## config.mk

```make
export PLATFORM = sky130hd
export DESIGN_NAME = spi_reg_controller
export DESIGN_NICKNAME = d
export VERILOG_FILES = /design/src/rtl/spi_reg_controller.sv
export SDC_FILE = /design/constraint.sdc
export NUM_CORES = 1
export LEC_CHECK = 0
export ABC_AREA = 1
export BUFFER_PORTS_ARGS = -buffer_cell sky130_fd_sc_hd__buf_2
export CAP_MARGIN = 20
export CORE_ASPECT_RATIO = 1.75
export CORE_UTILIZATION = 45
export DETAILED_ROUTE_END_ITERATION = 7
export PLACE_DENSITY = 0.64
export REMOVE_ABC_BUFFERS = 1
export SLEW_MARGIN = 10
export SYNTH_ARGS = -nofsm -noshare
export SYNTH_HDL_FRONTEND = slang
export SYNTH_SLANG_ARGS = --single-unit
export TNS_END_PERCENT = 100
```

## constraint.sdc

```tcl
create_clock -name sclk -period 3 [get_ports sclk]
set_input_delay 0.6 -clock sclk [delete_from_list [all_inputs] [get_ports sclk]]
set_output_delay 0.6 -clock sclk [all_outputs]
set_load 0.01 [all_outputs]
```

## src/rtl/spi_reg_controller.sv

```systemverilog
// Command/register sequencer behind the SPI byte shifter: parses framed read/write
// commands, owns the GPU config register bank and supplies the next transmit byte.
module spi_reg_controller #(
    parameter int          NREG     = 8,
    parameter int          ADDR_W   = 3,
    parameter logic [7:0]  ID_VALUE = 8'hA5
) (
    input  logic                sclk,
    input  logic                rst_n,
    input  logic                ss,
    input  logic [7:0]          rx_byte,
    input  logic                rx_valid,
    output logic [7:0]          tx_byte,
    output logic [NREG*8-1:0]   regs_flat,
    output logic                wr_strobe,
    output logic [ADDR_W-1:0]   wr_addr,
    output logic                busy,
    output logic                err
);

    typedef enum logic [1:0] {IDLE, WRITE, READ, DISCARD} state_t;

    localparam logic [7:0] SOFT_RESET = 8'hFF;
    localparam logic [7:0] CLEAR_ERR  = 8'h7F;

    state_t             state;
    logic [ADDR_W-1:0]  addr;
    logic [ADDR_W-1:0]  addr_nx;
    logic [ADDR_W-1:0]  start;
    logic               inc;
    logic [7:0]         regs [NREG];

    // Wraps naturally because NREG is a power of two.
    assign addr_nx = addr + ADDR_W'(1);
    assign start   = rx_byte[ADDR_W-1:0];
    assign busy    = (state != IDLE);

    for (genvar i = 0; i < NREG; i++) begin : g_flat
        assign regs_flat[8*i +: 8] = regs[i];
    end

    always_ff @(posedge sclk) begin
        if (!rst_n) begin
            state     <= IDLE;
            addr      <= '0;
            inc       <= 1'b0;
            tx_byte   <= 8'h00;
            wr_strobe <= 1'b0;
            wr_addr   <= '0;
            err       <= 1'b0;
            for (int i = 0; i < NREG; i++)
                regs[i] <= (i == 0) ? ID_VALUE : 8'h00;
        end else if (ss) begin
            // Frame end wins over a coincident byte, which is dropped.
            state     <= IDLE;
            tx_byte   <= 8'h00;
            wr_strobe <= 1'b0;
        end else begin
            wr_strobe <= 1'b0;
            if (rx_valid) begin
                case (state)
                    IDLE: begin
                        if (rx_byte == SOFT_RESET) begin
                            for (int i = 0; i < NREG; i++)
                                regs[i] <= (i == 0) ? ID_VALUE : 8'h00;
                            err     <= 1'b0;
                            tx_byte <= 8'h00;
                            state   <= DISCARD;
                        end else if (rx_byte == CLEAR_ERR) begin
                            err     <= 1'b0;
                            tx_byte <= 8'h00;
                            state   <= DISCARD;
                        end else if (rx_byte[5:3] != 3'b000) begin
                            err     <= 1'b1;
                            tx_byte <= 8'h00;
                            state   <= DISCARD;
                        end else begin
                            addr <= start;
                            inc  <= rx_byte[6];
                            if (rx_byte[7]) begin
                                state <= WRITE;
                            end else begin
                                tx_byte <= regs[start];
                                state   <= READ;
                            end
                        end
                    end
                    WRITE: begin
                        // Register 0 is the read-only ID; writing it is a protocol error.
                        if (addr != '0) begin
                            regs[addr] <= rx_byte;
                            wr_strobe  <= 1'b1;
                            wr_addr    <= addr;
                        end else begin
                            err <= 1'b1;
                        end
                        if (inc)
                            addr <= addr_nx;
                    end
                    READ: begin
                        if (inc) begin
                            addr    <= addr_nx;
                            tx_byte <= regs[addr_nx];
                        end else begin
                            tx_byte <= regs[addr];
                        end
                    end
                    DISCARD: tx_byte <= 8'h00;
                    default: state <= IDLE;
                endcase
            end
        end
    end

endmodule
```

==> results of run 1 <==
final cells by class:
class	instances	area (um2)	share of cell area [%]
multi-input cells	574	2572	40.70
repair buffers	104	558.0	8.830
well taps	137	171.4	2.712
clock inverters	6	62.56	0.9899
inverters	97	364.1	5.761
clock buffers	10	229.0	3.623
flip-flops and latches	86	2362	37.38
power by group through the flow:
stage                     Sequential, W  Combinational [W]  Clock [W]
after floorplan                 0.00139           0.000263          0
after global placement          0.00139           0.000486          0
after detailed placement        0.00139           0.000491          0
after CTS                       0.00136           0.000494    0.00110
after global routing            0.00137           0.000552    0.00115
final                           0.00136           0.000504    0.00110
routing by layer:
| layer | GRT usage [%] | routed length, um |
|---|---|---|
| met3 | 4.384 | 1449 |
| met4 | 23.75 | 1556 |
| met5 | 0 | 0 |
| met1 | 41.26 | 7568 |
| met2 | 59.16 | 10790 |
worst max path at each step:
stage	startpoint	to	slack, ps
3_5_place_dp	rx_byte[1]	regs[2][7]$_SDFFCE_PN0P_	520
3_3_place_gp	rx_byte[2]	regs[2][2]$_SDFFCE_PN0P_	550
4_1_cts	addr[1]$_SDFFE_PN0P_	regs[1][5]$_SDFFCE_PN0P_	690
6_report	addr[1]$_SDFFE_PN0P_	tx_byte[5]$_SDFFE_PP0P_	720
2_1_floorplan	addr[0]$_SDFFE_PN0P_	regs[4][0]$_SDFFCE_PN0P_	230
5_1_grt	addr[1]$_SDFFE_PN0P_	regs[1][5]$_SDFFCE_PN0P_	530
flip-flops by register name (all words and copies together) (netlist names), named ones only:
| signal | flops |
|---|---|
| state | 2 |
| addr | 3 |
| err | 1 |
| inc | 1 |
| wr_addr | 3 |
| wr_strobe | 1 |
| tx_byte | 8 |
| regs | 64 |
logic make-up (layout without fill, tap and decap cells):
group / Yosys count / count (layout) / share of synthesized area [%]
fa+ha+maj: 6 / 6 / 1.368
buf+inv: 137 / 217 / 10.10
compound gates: 52 / 52 / 5.311
simple gates: 514 / 514 / 39.87
xor+xnor: 2 / 2 / 0.3192
flops: 86 / 86 / 43.04
worst max-delay path: cells and delay by family, from the launching register on:
family | cells | cell delay (ps)
compound gates | 1 | 120
flops | 1 | 400
simple gates | 5 | 680
buf+inv | 2 | 710
fa+ha+maj | 1 | 320
cells in the final DEF, fill, tap and decap left out, types with 2 or more instances in the layout:
master,Yosys,final
a211oi_1,4,4
a21oi_1,23,23
buf_2,26,89
buf_4,2,15
clkbuf_16,0,9
clkinv_1,2,4
clkinv_4,0,2
dfxtp_1,22,22
edfxtp_1,64,64
ha_1,6,6
inv_1,87,87
inv_2,8,8
nand2_1,288,288
nand2_2,5,5
nand2_4,4,4
nand3_1,136,136
nand4_1,3,3
nor2_1,68,68
nor2_2,2,2
nor3_1,4,4
o21ai_0,17,17
o21ai_1,2,2
metrics by stage:
| step | area, um2 | power (W) | cells | util, % | setup WS, ps |
|---|---|---|---|---|---|
| finish | 6320 | 0.002969 | 1014 | 52.95 | 720.1 |
| detailed placement | 6028 | 0.001878 | 998 | 50.50 | 517.1 |
| floorplan | 5299 | 0.001656 | 757 | - | 232.2 |
| global placement | 6028 | 0.001873 | 998 | 50.50 | 551.5 |
| global route | 6320 | 0.003070 | 1014 | 52.95 | 533.0 |
| CTS | 6320 | 0.002961 | 1014 | 52.95 | 688.9 |
==> run metrics, run 1 <==
outcome complete, no violations; ant diodes 0; Hold Crit Start ss; register area share after synthesis 43.04%; total gr overflow 0; chip width 85.49 um; post-synthesis instance area 5489 um2; fill count 1165; combinational share of power 17.0%; Post-CTS Hold Buffers 0; max-slew violation count 0; gp weighted congestion 0.9346; Detailed Place HPWL 15250 um; DIE AREA 12660 um2; Hold Path End state[1]$_SDFFE_PP0P_; Crit Path Max Fanout 16; Top FF cell, synth edfxtp_1; area grow syn2layout 15.14%; Final Critical Period 2280 ps; worst path arrival time 2560 ps; crit path kind register to register; Num CTS Buffers 9; slowest stage cell, crit path inv_1; startpoint types register; initial antenna violation count 0; gr usage total 35.07%; Area contributors post-synth edfxtp_1 (35%), nand2_1 (20%), nand3_1 (12%); Reg power frac 45.9%; DRC Markers 0; Starting Density 45.99%; switch share 29.20%; Post-synth EDFFs 64; I/O pin cnt 90; first-pass GRT wire length 32240 um; Worst Setup End Kind register; Clock Path Buffers 2; register-to-register setup slack 720 ps; DRT Wirelength 21370 um; worst min path class input pin to register; DR WL/cell 21.07 um; skew final 9.445 ps; post-CTS sizing 0; Port-buffer cells 89; P_leak 3.209 nW; Switch Pwr 0.0008671 W; RSZ-0062 raised after global routing no; fin nets 890; CTS tree yes; syn_area_per_cell 6.887 um2; DRT Pass-1 Iters 5; Hold Path Stages 2; Sink Count 86; floorplan row count 53; Final Hold Vio Count 0; worst path cell trace inv_1 > ha_1 > inv_1 > nand3_1 > nand3_1 > nand3_1 > nand2_1 > nand2_1 > a21oi_1; Die Ht 148.1 um; period utilization 76.00%; largest net degree at the start of global routing 37; final setup vio count 0; Reg2Reg Depth 9; Setup Buffers After CTS 0; via count 5841; YS warnings 0; CTS H-tree lvls 3; clk_lat worst skew 340 ps; fraction of registers with async set/reset 0%; count leader, synth nand2_1; power share of the clock group 37.1%; power per standard cell area 469.8 nW/um2; origin of the critical flop-to-flop path addr[1]$_SDFFE_PN0P_; layout cell share with drive strength beyond 1 16.19%; initial drt markers 547; vias in the first global route 5522; count of cell types in the netlist 34; Post-Syn Instances 797; cell mode on critical path nand3_1; max incr delay on CP 590 ps; Critical R2R Capture tx_byte[5]$_SDFFE_PP0P_; Max Fclk 0.4386 GHz; post-route ant nets 0; Worst-Margin Slew 829.0 ps; final hold slack 465.1 ps; max_slew headroom 44.54%; Yosys top cell area share 35.01%; setup TNS 0 ps; root buf cell clkbuf_16; Power Internal 0.002102 W; Worst-path clk slew 70 ps; largest area contributor in the netlist edfxtp_1; Max rail drop VDD 0.3416 mV; core area 11940 um2; Vias/cell 5.760; MaxCap Viol Count 0; flops & latches, synth 86; CP required 3280 ps; Commonest cells post-synth nand2_1 (288), nand3_1 (136), inv_1 (87)
(Power assumes the default switching activity.)
==> run 2, diff against run 1 <==
Clock period 3 ns to 2.1 ns, I/O delays scaled along.
==> run 2 against run 1 <==
  * Final area grew 4.7%
  * Sequential cell count is the same
  * Critical endpoint is now regs[3][5]$_SDFFCE_PN0P_
  * Wire length shrank 3.2%
  * Count of clock-buffer cells in the layout grew 1
  * Critical path type unchanged
  * First-iteration DRC count grew 20%
  * Register-to-register slack lost 590 ps
  * Hold slack lost 180 ps
  * Clock power grew 55%
  * Largest power group unchanged
  * Largest cell class unchanged
  * Critical path depth shrank 3
==> run metrics, run 2 (synthesis results as in run 1) <==
ant diodes 0 (unchanged); Sink Count 86 (unchanged); DRT Wirelength 20690 um (-3.2%); fin nets 920 (+3.4%); gp weighted congestion 0.9556 (+2.2%); vias in the first global route 5370 (-2.8%); Post-CTS Hold Buffers 0 (unchanged); non-filler instance count after layout 1044 (+3.0%); Crit Path Max Fanout 8 (-8); Vias/cell 5.635 (-2.2%); Final Hold Vio Count 0 (unchanged); post-CTS sizing 0 (unchanged); Num CTS Buffers 9 (unchanged); outcome complete, no violations; first-pass GRT wire length 30640 um (-5.0%); MaxCap Viol Count 0 (unchanged); crit path kind register to register; clk_lat worst skew 340 ps (about the same); DRT Pass-1 Iters 5 (unchanged); DR WL/cell 19.82 um (-6.0%); skew final 5.543 ps (-3.902 ps); Worst Setup End Kind register; Worst-Margin Slew 633.8 ps (-195.3 ps); CTS tree yes; DIE AREA 12660 um2 (unchanged); via count 5883 (+0.72%); DRC Markers 0 (unchanged); Starting Density 45.99% (unchanged); P_leak 3.373 nW (+5.1%); most frequent cells in the layout nand2_1 (287), nand3_1 (136), buf_2 (89); max_slew headroom 57.50% (+13 points); initial drt markers 654 (+20%); Largest regs regs (64), tx_byte (8); Register Area 2362 um2 (unchanged); Setup Buffers After CTS 0 (unchanged); CP required 2120 ps (-1160 ps); Port-buffer cells 89 (unchanged); layout cell share with drive strength beyond 1 19.29% (+3.1 points); root buf cell clkbuf_16; most common cell after layout, fill and taps aside nand2_1; worst path arrival time 1990 ps (-570 ps); CTS H-tree lvls 3 (unchanged); area grow syn2layout 20.56%; largest net degree at the start of global routing 37 (unchanged); floorplan row count 53 (unchanged); final setup vio count 0 (unchanged); Max rail drop VDD 0.6016 mV (+76%); Max Fclk 0.5066 GHz (+16%); Detailed Place HPWL 15140 um (-0.75%); worst min path class input pin to register; gr usage total 33.40% (-1.7 points); total gr overflow 0 (unchanged); period utilization 93.99% (+18 points); Design Power 0.004392 W (+48%); power per standard cell area 663.7 nW/um2 (+41%); Worst-path clk slew 60 ps (about the same); startpoint types register; I/O pin cnt 90 (unchanged); max FFs per register 64 (unchanged); Clock Path Buffers 2 (unchanged); fill count 1194 (+2.5%); chip width 85.49 um (unchanged); Reg with most FFs regs; Final Critical Period 1974 ps (-306.2 ps); Post-Place Cells 1028 (+3.0%); post-route ant nets 0 (unchanged); initial antenna violation count 0 (unchanged); Die Ht 148.1 um (unchanged); max-slew violation count 0 (unchanged); multi-input logic area 2580 um2 (+0.29%); RSZ-0062 raised after global routing yes; core area 11940 um2 (unchanged)
[run 2: changes by cell type in the layout (fill, tap and decap cells not counted), sizes merged]
cell | before | now
buf | 104 | 134
bufinv | 1 | 2
clkbuf | 10 | 11
clkinv | 6 | 3
clkinvlp | 1 | 2
[run 2: report_power, final]
part	internal (W)	leakage (nW)	switching [W]
registers	0.00188	0.826	0.0000652
logic	0.000242	2.40	0.000505
clock network	0.00104	0.146	0.000657
total	0.00317	3.37	0.00123
[run 2: path summary, 6_finish.rpt]
kind,slack [ps],from,cells past startpoint,end
min reg2reg,490,wr_addr[0]$_SDFFE_PN0P_,1,wr_addr[0]$_SDFFE_PN0P_
min,290,ss,2,state[1]$_SDFFE_PP0P_
max,130,state[0]$_SDFFE_PP0P_,6,regs[3][5]$_SDFFCE_PN0P_
max reg2reg,130,state[0]$_SDFFE_PP0P_,6,regs[3][5]$_SDFFCE_PN0P_
[run 2: cell type report]
type                    instances  share of cell area (%)
well taps                     137                   2.590
clock buffers                  11                   3.517
multi-input cells             574                   38.99
repair buffers                134                   12.40
clock inverters                 5                   1.267
flip-flops and latches         86                   35.70
inverters                      97                   5.540
[run 2: layer usage]
layer / track usage [%] / vias to the layer above / share of wire [%]
li1: - / 2764 / -
met1: 37.37 / 2715 / 35
met2: 58.84 / 332 / 52
met3: 5.494 / 72 / 7.2
met4: 19.83 / 0 / 5.9
met5: 0 / - / 0
[run 2: per-stage QoR]
stage / utilization (%) / setup slack [ps] / TNS [ps] / hold slack (ps) / area, um2
after floorplan: - / -667.8 / -69310 / 499.3 / 5299
after global placement: 52.70 / -78.08 / -3716 / 474.5 / 6291
after detailed placement: 52.70 / -94.30 / -3487 / 470.5 / 6291
after CTS: 55.36 / 46.59 / 0 / 284.1 / 6608
after global routing: 55.44 / -9.990 / -115.1 / 312.5 / 6618
final: 55.44 / 126.2 / 0 / 288.2 / 6618
[run 2: worst max-delay path, stage by stage (launching register included)]
cell     delay [ps]
dfxtp_1         400
inv_1            90
ha_1            310
nand2_1         150
o21ai_1          80
inv_1           300
nand2_1         330
==> run 3, diff against run 2 <==
Settings changed: CORE_UTILIZATION 45 to 57, PLACE_DENSITY 0.64 to 0.78, TNS_END_PERCENT 100 to default.
==> run 3 against run 2 <==
  * Critical path depth increased by 5
  * Final cell count decreased by 1.5%
  * First-iteration DRC count increased by 13%
==> run metrics, run 3 (synthesis results as in run 1) <==
Detailed Place HPWL 14270 um (-5.7%); gp weighted congestion 0.9853 (+3.1%); met3 wire len 1942 um (+30%); Max rail drop VDD 0.5993 mV (-0.39%); post-route ant nets 0 (unchanged); period utilization 94.41% (+0.42 points); I/O pin cnt 90 (unchanged); Hold Crit Start ss; WL met2 9639 um (-10%); CTS tree yes; Reg with most FFs regs; power per standard cell area 655.5 nW/um2 (-1.2%); largest net degree at the start of global routing 37 (unchanged); root buf cell clkbuf_16; Die Ht 131.8 um (-11%); DR WL/cell 19.52 um (-1.5%); CP required 2160 ps (+40 ps); initial drt markers 739 (+13%); worst min path class input pin to register; initial antenna violation count 0 (unchanged); chip width 76.18 um (-11%); DRT Pass-1 Iters 6 (+1); RSZ-0062 raised after global routing no; Worst-Margin Slew 644.6 ps (+10.83 ps); Max Fclk 0.5044 GHz (-0.45%); final setup vio count 0 (unchanged); total gr overflow 0 (unchanged); Worst Setup End Kind register; top routing layer used met4; gr usage total 41.33% (+7.9 points); Clock Path Buffers 2 (unchanged); CP startpoint state[1]$_SDFFE_PP0P_; Post-CTS Hold Buffers 0 (unchanged); dpl ws -39.12 ps (+55.17 ps); vias in the first global route 5874 (+9.4%); most common cell after layout, fill and taps aside nand2_1; ant diodes 0 (unchanged); MaxCap Viol Count 0 (unchanged); origin of the critical flop-to-flop path state[1]$_SDFFE_PP0P_; Num CTS Buffers 9 (unchanged); Port-buffer cells 89 (unchanged); layout cell share with drive strength beyond 1 19.54% (+0.24 points); Crit Path Max Fanout 8 (unchanged); fill count 800 (-33%); Starting Density 58.34% (+12 points); DIE AREA 10040 um2 (-21%); P_leak 3.371 nW (about the same); max-slew violation count 0 (unchanged); worst path arrival time 2040 ps (+50 ps); Largest regs regs (64), tx_byte (8); worst setup margin 117.4 ps (-8.836 ps); fin nets 919 (-0.11%); DRC Markers 0 (unchanged); setup TNS 0 ps (unchanged); core area 9409 um2 (-21%); Vias/cell 5.898 (+4.7%); Worst-path clk slew 60 ps (about the same); Final Hold Vio Count 0 (unchanged); via count 6063 (+3.1%); crit path kind register to register; first-pass GRT wire length 30870 um (+0.74%); multi-input logic area 2595 um2 (+0.58%); max_slew headroom 56.77% (-0.73 points); clk_lat worst skew 350 ps (about the same); CTS H-tree lvls 3 (unchanged); most frequent cells in the layout nand2_1 (287), nand3_1 (136), buf_2 (89); startpoint types register; Sink Count 86 (unchanged); skew final 5.472 ps (-0.07063 ps); final cell utilization of the core 69.97% (+15 points); Register Area 2364 um2 (about the same); floorplan row count 47 (-11%); area grow syn2layout 19.95%; Final Critical Period 1983 ps (+8.836 ps); max FFs per register 64 (unchanged); M1 WL 6458 um (-11%); DRT Wirelength 20070 um (-3.0%); register-to-register setup slack 120 ps (about the same); outcome complete, no violations
## run 3: cell count changes in the layout (fill, tap and decap cells not counted), sizes merged
cell      change
clkinv        +3
bufinv        -2
clkbuf        +2
clkinvlp      -2
buf           -1
inv           -1
## run 3: repair_timing
item / CTS / global route
endpoints found under the hold margin: 0 / 0
endpoints found under the setup margin: 2 / 72
setup buffers: 0 / 1
resized for setup: 1 / 7
## run 3: where the power goes
| group | switching (W) | leakage [nW] | total [W] | internal (W) |
|---|---|---|---|---|
| logic | 0.000505 | 2.39 | 0.000741 | 0.000236 |
| clock network | 0.000649 | 0.156 | 0.00163 | 0.000980 |
| registers | 0.0000663 | 0.826 | 0.00194 | 0.00188 |
| total | 0.00122 | 3.37 | 0.00432 | 0.00309 |
## run 3: stage by stage
step	power [W]	instances	cell area [um2]	hold WS, ps
after floorplan	0.002366	757	5299	499.3
after global placement	0.002672	1011	6220	469.4
after detailed placement	0.002689	1011	6220	468.5
after CTS	0.004283	1027	6538	280.1
after global routing	0.004454	1028	6584	307.2
final	0.004316	1028	6584	280.0
## run 3: critical path: stages (launching register included)
cell,delay [ps]
dfxtp_1,350
inv_1,100
ha_1,150
inv_1,70
a21oi_2,150
nand2_2,130
nor2_4,130
nand2_1,110
clkinv_4,140
nand2_4,90
nand2_1,100
buf_4,170
## run 3: cell type report
| type | instances | share of cell area, % |
|---|---|---|
| tap | 122 | 2.319 |
| inverter | 97 | 5.606 |
| sequential | 86 | 35.90 |
| clock buffer | 13 | 4.447 |
| multi-input combinational | 574 | 39.41 |
| clock inverter | 3 | 0.3421 |
| timing repair buffer | 133 | 11.97 |
## run 3: worst paths after layout
check,depth (start not counted),to
hold / removal,2,state[1]$_SDFFE_PP0P_
hold reg to reg,1,wr_addr[0]$_SDFFE_PN0P_
setup reg to reg,11,regs[0][1]$_SDFFCE_PN0P_
setup / recovery,11,regs[0][1]$_SDFFCE_PN0P_
## run 3: per-layer routing
layer	GRT usage [%]	vias up
li1	-	2748
met1	44.50	2737
met2	67.47	447
met3	8.720	131
met4	37.82	0
met5	0	-
